`src/rtl/qbus_master.sv`:
```
// QBUS bus master: turns a single-word request into an arbitrated DATI/DATO(B) cycle.
// Bus outputs are registered from the next-state decode, so the strobes are glitch-free.
//
// state  | meaning
// -------+----------------------------------------------------------
// IDLE   | waiting for req; all bus outputs negated
// BREQ   | DMR asserted, waiting for synchronized grant
// GACK   | SACK asserted, DMR still asserted for one cycle
// ADDR   | address and WTBT driven, DMR released, ASETUP cycles
// SYNA   | SYNC low, address still held for one cycle
// SYND   | SYNC low, write data driven (read: bus released), DSETUP-1 cycles
// DATA   | DIN/DOUT low, waiting for RPLY or timeout
// RACK   | DIN/DOUT high, waiting for RPLY negation or timeout
// END    | SYNC/SACK high, one-cycle ack
module qbus_master #(
    parameter int ASETUP = 2,
    parameter int DSETUP = 1,
    parameter int TOUT_W = 10,
    parameter int TOUT   = 1000
) (
    input  logic        clk,
    input  logic        reset,
    input  logic        req,
    input  logic        we,
    input  logic        bmode,
    input  logic [15:0] addr,
    input  logic [15:0] wdata,
    output logic        ack,
    output logic        err,
    output logic [15:0] rdata,
    output logic        busy,
    input  logic [15:0] ad_in_n,
    output logic [15:0] ad_out_n,
    output logic        ad_oe,
    output logic        sync_n,
    output logic        din_n,
    output logic        dout_n,
    output logic        wtbt_n,
    input  logic        rply_n,
    output logic        dmr_n,
    input  logic        dmgi_n,
    output logic        sack_n
);

    typedef enum logic [3:0] {
        S_IDLE, S_BREQ, S_GACK, S_ADDR, S_SYNA, S_SYND, S_DATA, S_RACK, S_END
    } state_t;

    localparam logic [TOUT_W-1:0] CNT_ASU = TOUT_W'(ASETUP - 1);
    localparam logic [TOUT_W-1:0] CNT_DSU = TOUT_W'(DSETUP - 2);
    localparam logic [TOUT_W-1:0] CNT_TO  = TOUT_W'(TOUT - 1);

    state_t             state, state_nxt;
    logic [TOUT_W-1:0]  cnt, cnt_nxt;
    logic               err_q, err_nxt;
    logic [15:0]        cap_q, cap_nxt;
    logic               take;
    logic               we_q, bm_q;
    logic [15:0]        addr_q, wdata_q;
    logic               rply_s1, rply_s2, gnt_s1, gnt_s2;
    logic               rply, grant;

    logic               o_ack, o_err, o_busy, o_oe;
    logic [15:0]        o_ad_n;
    logic               o_sync, o_din, o_dout, o_wtbt, o_dmr, o_sack;

    assign rply  = ~rply_s2;
    assign grant = ~gnt_s2;

    // two-flop synchronizers for the asynchronous bus inputs
    always_ff @(posedge clk) begin
        if (reset) begin
            rply_s1 <= 1'b1;
            rply_s2 <= 1'b1;
            gnt_s1  <= 1'b1;
            gnt_s2  <= 1'b1;
        end else begin
            rply_s1 <= rply_n;
            rply_s2 <= rply_s1;
            gnt_s1  <= dmgi_n;
            gnt_s2  <= gnt_s1;
        end
    end

    // next-state, timer and capture logic, then output decode of the next state
    always_comb begin
        state_nxt = state;
        cnt_nxt   = cnt;
        err_nxt   = err_q;
        cap_nxt   = cap_q;
        take      = 1'b0;
        case (state)
            S_IDLE: if (req) begin
                take      = 1'b1;
                err_nxt   = 1'b0;
                state_nxt = S_BREQ;
            end
            S_BREQ: if (grant) state_nxt = S_GACK;
            S_GACK: begin
                state_nxt = S_ADDR;
                cnt_nxt   = CNT_ASU;
            end
            S_ADDR: if (cnt == '0) state_nxt = S_SYNA;
                    else cnt_nxt = cnt - 1'b1;
            S_SYNA: if (DSETUP > 1) begin
                state_nxt = S_SYND;
                cnt_nxt   = CNT_DSU;
            end else begin
                state_nxt = S_DATA;
                cnt_nxt   = CNT_TO;
            end
            S_SYND: if (cnt == '0) begin
                state_nxt = S_DATA;
                cnt_nxt   = CNT_TO;
            end else cnt_nxt = cnt - 1'b1;
            S_DATA: if (rply) begin
                if (!we_q) cap_nxt = ~ad_in_n;
                state_nxt = S_RACK;
                cnt_nxt   = CNT_TO;
            end else if (cnt == '0) begin
                err_nxt   = 1'b1;
                state_nxt = S_RACK;
            end else cnt_nxt = cnt - 1'b1;
            S_RACK: if (err_q || !rply) state_nxt = S_END;
                    else if (cnt == '0) begin
                        err_nxt   = 1'b1;
                        state_nxt = S_END;
                    end else cnt_nxt = cnt - 1'b1;
            S_END:   state_nxt = S_IDLE;
            default: state_nxt = S_IDLE;
        endcase

        o_ack  = 1'b0;
        o_err  = 1'b0;
        o_busy = (state_nxt != S_IDLE);
        o_oe   = 1'b0;
        o_ad_n = 16'hFFFF;
        o_sync = 1'b1;
        o_din  = 1'b1;
        o_dout = 1'b1;
        o_wtbt = 1'b1;
        o_dmr  = 1'b1;
        o_sack = 1'b1;
        case (state_nxt)
            S_BREQ: o_dmr = 1'b0;
            S_GACK: begin
                o_dmr  = 1'b0;
                o_sack = 1'b0;
            end
            S_ADDR, S_SYNA: begin
                o_sack = 1'b0;
                o_sync = (state_nxt != S_SYNA);
                o_oe   = 1'b1;
                o_ad_n = ~addr_q;
                o_wtbt = ~we_q;
            end
            S_SYND, S_DATA: begin
                o_sack = 1'b0;
                o_sync = 1'b0;
                if (we_q) begin
                    o_oe   = 1'b1;
                    o_ad_n = ~wdata_q;
                    o_wtbt = ~bm_q;
                    o_dout = (state_nxt != S_DATA);
                end else begin
                    o_din  = (state_nxt != S_DATA);
                end
            end
            S_RACK: begin
                o_sack = 1'b0;
                o_sync = 1'b0;
                if (we_q) o_wtbt = ~bm_q;
            end
            S_END: begin
                o_ack = 1'b1;
                o_err = err_nxt;
            end
            default: ;
        endcase
    end

    // FSM state, timer and latched request
    always_ff @(posedge clk) begin
        if (reset) begin
            state   <= S_IDLE;
            cnt     <= '0;
            err_q   <= 1'b0;
            cap_q   <= '0;
            we_q    <= 1'b0;
            bm_q    <= 1'b0;
            addr_q  <= '0;
            wdata_q <= '0;
        end else begin
            state <= state_nxt;
            cnt   <= cnt_nxt;
            err_q <= err_nxt;
            cap_q <= cap_nxt;
            if (take) begin
                we_q    <= we;
                bm_q    <= bmode;
                addr_q  <= addr;
                wdata_q <= wdata;
            end
        end
    end

    // registered bus and user-side outputs; rdata only moves on a good read
    always_ff @(posedge clk) begin
        if (reset) begin
            ack      <= 1'b0;
            err      <= 1'b0;
            busy     <= 1'b0;
            rdata    <= '0;
            ad_oe    <= 1'b0;
            ad_out_n <= 16'hFFFF;
            sync_n   <= 1'b1;
            din_n    <= 1'b1;
            dout_n   <= 1'b1;
            wtbt_n   <= 1'b1;
            dmr_n    <= 1'b1;
            sack_n   <= 1'b1;
        end else begin
            ack      <= o_ack;
            err      <= o_err;
            busy     <= o_busy;
            ad_oe    <= o_oe;
            ad_out_n <= o_ad_n;
            sync_n   <= o_sync;
            din_n    <= o_din;
            dout_n   <= o_dout;
            wtbt_n   <= o_wtbt;
            dmr_n    <= o_dmr;
            sack_n   <= o_sack;
            if (state_nxt == S_END && !err_nxt && !we_q) rdata <= cap_q;
        end
    end

endmodule
```
`config.mk`:
```
export PLATFORM = sky130hd
export DESIGN_NAME = qbus_master
export DESIGN_NICKNAME = d
export VERILOG_FILES = /design/src/rtl/qbus_master.sv
export SDC_FILE = /design/constraint.sdc
export NUM_CORES = 1
export LEC_CHECK = 0
export BUFFER_PORTS_ARGS = -buffer_cell sky130_fd_sc_hd__buf_2
export CAP_MARGIN = 20
export CORE_MARGIN = 2
export CORE_UTILIZATION = 35
export DETAILED_ROUTE_END_ITERATION = 8
export GPL_TIMING_DRIVEN = 0
export PLACE_DENSITY = 0.63
export SLEW_MARGIN = 10
export SYNTH_ARGS = -nofsm -noshare
export SYNTH_HDL_FRONTEND = slang
export SYNTH_SLANG_ARGS = --single-unit
```
`constraint.sdc`:
```
create_clock -name clk -period 7.1 [get_ports clk]
set_input_delay 0.71 -clock clk [delete_from_list [all_inputs] [get_ports clk]]
set_output_delay 0.71 -clock clk [all_outputs]
set_load 0.05 [all_outputs]
```
== After elaboration in Yosys (flattened, before gate mapping) ==
Index checks and enable logic that the tools add are counted.
Widths: inputs -> output; s select.

* Register bits after elaboration: 111
* Bits in latches: 0
* RAM bits: 0
* Bits in read-only memories: 0
* Input bits: 55
* Output and inout port bits: 42
* Word-level logic and storage cells: 101
* Memories kept: 0

* Add/sub/neg operators: 1
* $mul: 0
* Divide/modulo/power cells: 0
* Order comparisons: 0
* Equal/unequal tests: 18
* Shift-type cells: 0
* Multiplexer cells: 31
* Bitwise operators: 8
* Reductions and logical operators: 19

{| class="wikitable"
|+ Operators with widths
! kind !! count
|-
| $pmux 10 s6 || 1
|-
| $not 16->16 || 3
|-
| $mux 10 || 4
|-
| $eq 4x3->1 const B || 8
|-
| $mux 4 || 8
|-
| $pmux 16 s2 || 1
|-
| $pmux 4 s8 || 1
|-
| $eq 4x2->1 const B || 4
|-
| $mux 16 || 1
|-
| $mux 1 || 11
|-
| $logic_not 10->1 || 1
|-
| $sub 10x1->10 const B || 1
|-
| $reduce_or 3->1 || 3
|-
| $eq 4x1->1 const B || 2
|-
| $ne 4x3->1 const B || 2
|-
| $reduce_or 2->1 || 4
|-
| $pmux 1 s2 || 3
|-
| $reduce_bool 6->1 || 1
|-
| $reduce_or 6->1 || 1
|-
| $not 1->1 || 5
|-
| $eq 4x4->1 const B || 1
|-
| $logic_not 4->1 || 1
|-
| $reduce_bool 4->1 || 1
|-
| $pmux 1 s3 || 1
|-
| 6 further kinds || 8
|}

== Longest topological paths before layout ==
* Word-level depth: 8
* Depth in mapped cells: 13
* Depth with buffers taken out: 9

== Least setup slack after synthesis ==
No wires, ideal clock.

* Path type: register to register
* Start point: register cnt[0]
* End point: register ad_out_n[0]
* Setup time: 117 ps
* Arrival: 2492 ps
* Data required time: 6983 ps
* Slack: 4491 ps
* Stages on the path, launching flop included: 14
* Buffers on the path: 4
* Period minus slack after synthesis: 2609 ps
* Path through: dfxtp_1 -> inv_1 -> ha_1 -> nor4b_4 -> and3_1 -> buf_6 -> inv_4 -> o32a_4 -> a21o_1 -> buf_6 -> and2_4 -> buf_6 -> buf_6 -> a32o_1

* Cells in the longest elaborated chain, start to end: 7
* Elaborated cells between the ends (all ways): 15
* Classes of those cells: eq/ne: 4; mux: 8; reduce/logical: 3

{| class="wikitable"
|+ RTL lines
! element !! line !! text
|-
| start, declared || 54 || <nowiki>logic [TOUT_W-1:0] cnt, cnt_nxt;</nowiki>
|-
| start signal, assigned || 195 || <nowiki>cnt <= cnt_nxt;</nowiki>
|-
| $logic_not 10->1 * || n/a ||
|-
| $mux 4 (on tied branches) || 125, 120 ||
|-
| $mux 4 (on tied branches) || 124, 116 ||
|-
| $pmux 4 s8 * || 92 || <nowiki>case (state)</nowiki>
|-
| $eq 4x3->1 / $eq 4x2->1 (equally long branches) || 144 || <nowiki>case (state_nxt)</nowiki>
|-
| $reduce_or 2->1 || 144 ||
|-
| $pmux 16 s2 * || 144 ||
|-
| end signal, assigned || 227 || <nowiki>ad_out_n <= o_ad_n;</nowiki>
|-
| end, declared || 33 || <nowiki>output logic [15:0] ad_out_n,</nowiki>
|}

Every way passes the cells marked *; elsewhere a longest branch is shown, timed or not.
A chain may end at the register's enable or synchronous reset.

== Worst setup path in the final report ==
* Start point: register cnt[0]
* End point: register ad_out_n[12]

The elaborated chain is that of the path after synthesis.

==> reports/qor.yml <==
syn_nets: 614
ys_ff_latch: 111
cts.repair.resized: 0
r2r_cells: 11
yosysTopAreaCell: "dfxtp_1"
n_antenna_cell: 0
cts_tree: "built"
routed_wl_um: 13260
dieHeight_um: 120.5
ys_seq_area_frac: 0.4680
grt_usage: 0.1859
drc: 0
die_w_um: 120.5
finalPower_mw: 1.341
crit_buf_inv: 4
tns_ns: 0
max_freq_mhz: 312.9
crit_chain: "inv_1, ha_1, nor4b_4, and3_1, buf_6, inv_4, o32a_4, nand3_1, clkbuf_1, nand3_1, a32o_1"
drt.antenna.violating_nets: 0
drive_gt1_frac: 0.1994
clk_pin_slew_worst_paths_ns: 0.07
cts.sinks: 111
ios: 97
cts_hold_buf: 0
rsz0062_at_grt: "false"
maxSlewViolCount: 0
timing.rr.end: "ad_out_n[12]"
ys_async_sr_fraction: 0
holdPathStages: 1
crit_path_max_incr_delay_ns: 0.41
syn_area_per_cell_sq_um: 8.525
synth_cell_types: 54
crit_path_frequent_cell: "nand3_1"
yosysTopAreaCellShare: 0.4680
cts.root.buffer_cell: "clkbuf_16"
hpwlAfterDp_um: 9709
fin_crit_ns: 3.196
grt_pass1_wl_um: 21440
routabilityCongestion: 0.8809
core_area_sq_um: 13240
regToRegStartpoint: "cnt[0]"
relSlewSlack: 0.4956
fp-row-count: 42
place_area_sq_um: 5444
numCtsBuffers: 9
synthFlopType: "dfxtp_1"
worst_skew_pair.late_latency_ns: 0.36
syn_area_sq_um: 4748
timing.final.crit_share: 0.4501
min_path_type: "flip-flop to flip-flop"
cp-start-kind: "flip-flop"
reg2reg_setup_slack_ns: 3.90
maxCapViolCount: 0
synth-edff-count: 0
fin_cells: 843
grt_start_max_net_pins: 18
grt_pass1_vias: 4347
grt-ovfl-total: 0
hold_viol: 0
cp_top_family: "simple AND/OR/NAND/NOR gates"
post_cts_buffers: 0
final_cell_area_sq_um: 5761
vias: 4453
nets: 720
wl_per_cell_um: 15.73
cts_buffer_depth: 2
dp_cells: 828
crit_slowest_cell: "o32a_4"
first_pass_iters: 5
finalClockSkew_ns: 0.006179
crit_required_ns: 7.34
viasPerCell: 5.282
htree_levels: 3
start_util: 0.3586
outcome: "finished clean"
antenna_found_initial: 0
min_from: "gnt_s1"
critical_path_class: "flip-flop to flip-flop"
crit_path_end_kind: "flip-flop"
drt_iter0_markers: 325
power.leakage_nw: 2.335
areaGrowthSynthToFinish_pct: 21.32
dieArea_sq_um: 14510
finalSetupViolCount: 0
yosysWarnings: 0
worst_slew_pin_slew_ns: 0.7499
port_buffers: 95
netlist_top_cells_area: "dfxtp_1 (47%), nand2_1 (8.0%), a21oi_1 (4.7%)"
power.density_nw_per_um2: 232.7
syn_inst: 557
min_to: "gnt_s2"
ir_worst_vdd_uv: 111.1
critPathArrivalTime_ns: 3.43
critPathMaxFanout: 10
## metrics by stage
stage	hold slack, ns	setup slack (ns)	utilization
finish	0.4112	3.904	0.4350
global route	0.4241	3.701	0.4350
CTS	0.4168	3.984	0.4350
detailed placement	0.3991	4.032	0.4111
global placement	0.4028	4.079	0.4111
floorplan	0.3895	4.491	-
## cell families (layout without fill, tap and decap cells)
kind of cell / count (synthesis) / after routing / synth area share
simple gates: 238 / 238 / 0.2337
compound gates: 132 / 132 / 0.1992
flops: 111 / 111 / 0.4680
buf+inv: 53 / 163 / 0.04980
mux: 18 / 18 / 0.03847
xor+xnor: 3 / 3 / 0.005535
fa+ha+maj: 2 / 2 / 0.005269
## power by group
part | leakage, nW | internal (mW) | switching, mW | total, mW
Sequential | 0.902 | 0.642 | 0.0126 | 0.654
Clock | 0.157 | 0.304 | 0.229 | 0.533
Combinational | 1.28 | 0.0534 | 0.100 | 0.154
Total | 2.33 | 0.999 | 0.342 | 1.34
## worst max-delay path by stage
stage                   endpoint  cells after the start    from
floorplan            ad_out_n[0]                     13  cnt[0]
global placement    ad_out_n[11]                     11  cnt[0]
detailed placement   ad_out_n[3]                     11  cnt[0]
CTS                 ad_out_n[12]                     11  cnt[0]
global route        ad_out_n[13]                     11  cnt[0]
finish              ad_out_n[12]                     11  cnt[0]
## registers in the layout, indices dropped and copies added (netlist names), 4 cells and up
| name | flops |
|---|---|
| state | 4 |
| addr_q | 16 |
| cnt | 10 |
| ad_out_n | 16 |
| cap_q | 16 |
| rdata | 16 |
| wdata_q | 16 |
## routing by layer
| layer | global-route usage | vias up | wire, um |
|---|---|---|---|
| met5 | 0 | - | 0 |
| met2 | 0.2874 | 166 | 5767 |
| met1 | 0.2465 | 2066 | 6210 |
| met4 | 0.06468 | 0 | 259 |
| met3 | 0.05613 | 20 | 1021 |
| li1 | - | 2201 | - |
## synthesized netlist by cell type, types with 2 or more instances
master / count
buf_2: 4
o21a_1: 2
or3_1: 2
nor2_1: 54
dfxtp_1: 111
a21boi_0: 3
nand3_1: 20
and3_1: 18
clkbuf_1: 36
o2111ai_1: 16
nor3_1: 10
a21oi_1: 45
nand4_1: 4
buf_1: 2
ha_1: 2
nor4bb_1: 2
mux2i_1: 16
or4b_2: 2
and2_1: 3
inv_1: 6
xnor2_1: 3
or2_2: 5
a311oi_1: 2
a21o_1: 2
o21ai_0: 11
nand2_1: 101
o211ai_1: 2
nor2b_1: 5
buf_6: 4
a211oi_1: 18
mux2_2: 2
a32o_1: 16
a211o_1: 2
o2bb2ai_1: 2
nand2b_1: 3
a221oi_1: 3
## final cells by class
type	instances	area (sq um)
flip-flops and latches	111	2222
well taps	176	220.2
clock inverters	3	50.05
repair buffers	95	475.5
multi-input cells	393	2290
fillers	1332	7482
plain buffers	46	207.7
inverters	7	28.78
clock buffers	12	266.5
## layout by cell type (no fill, tap or decap), drive strengths merged, types with 5 or more instances in the layout
cell type  count
dfxtp        111
a32o          16
mux2i         16
nand2        101
clkbuf        48
a21oi         46
nand3         20
nor2          54
buf          105
a211oi        18
nor2b          5
nor3          10
and3          18
o2111ai       16
o21ai         11
or2            5
inv            8
(Power assumes the default switching activity.)
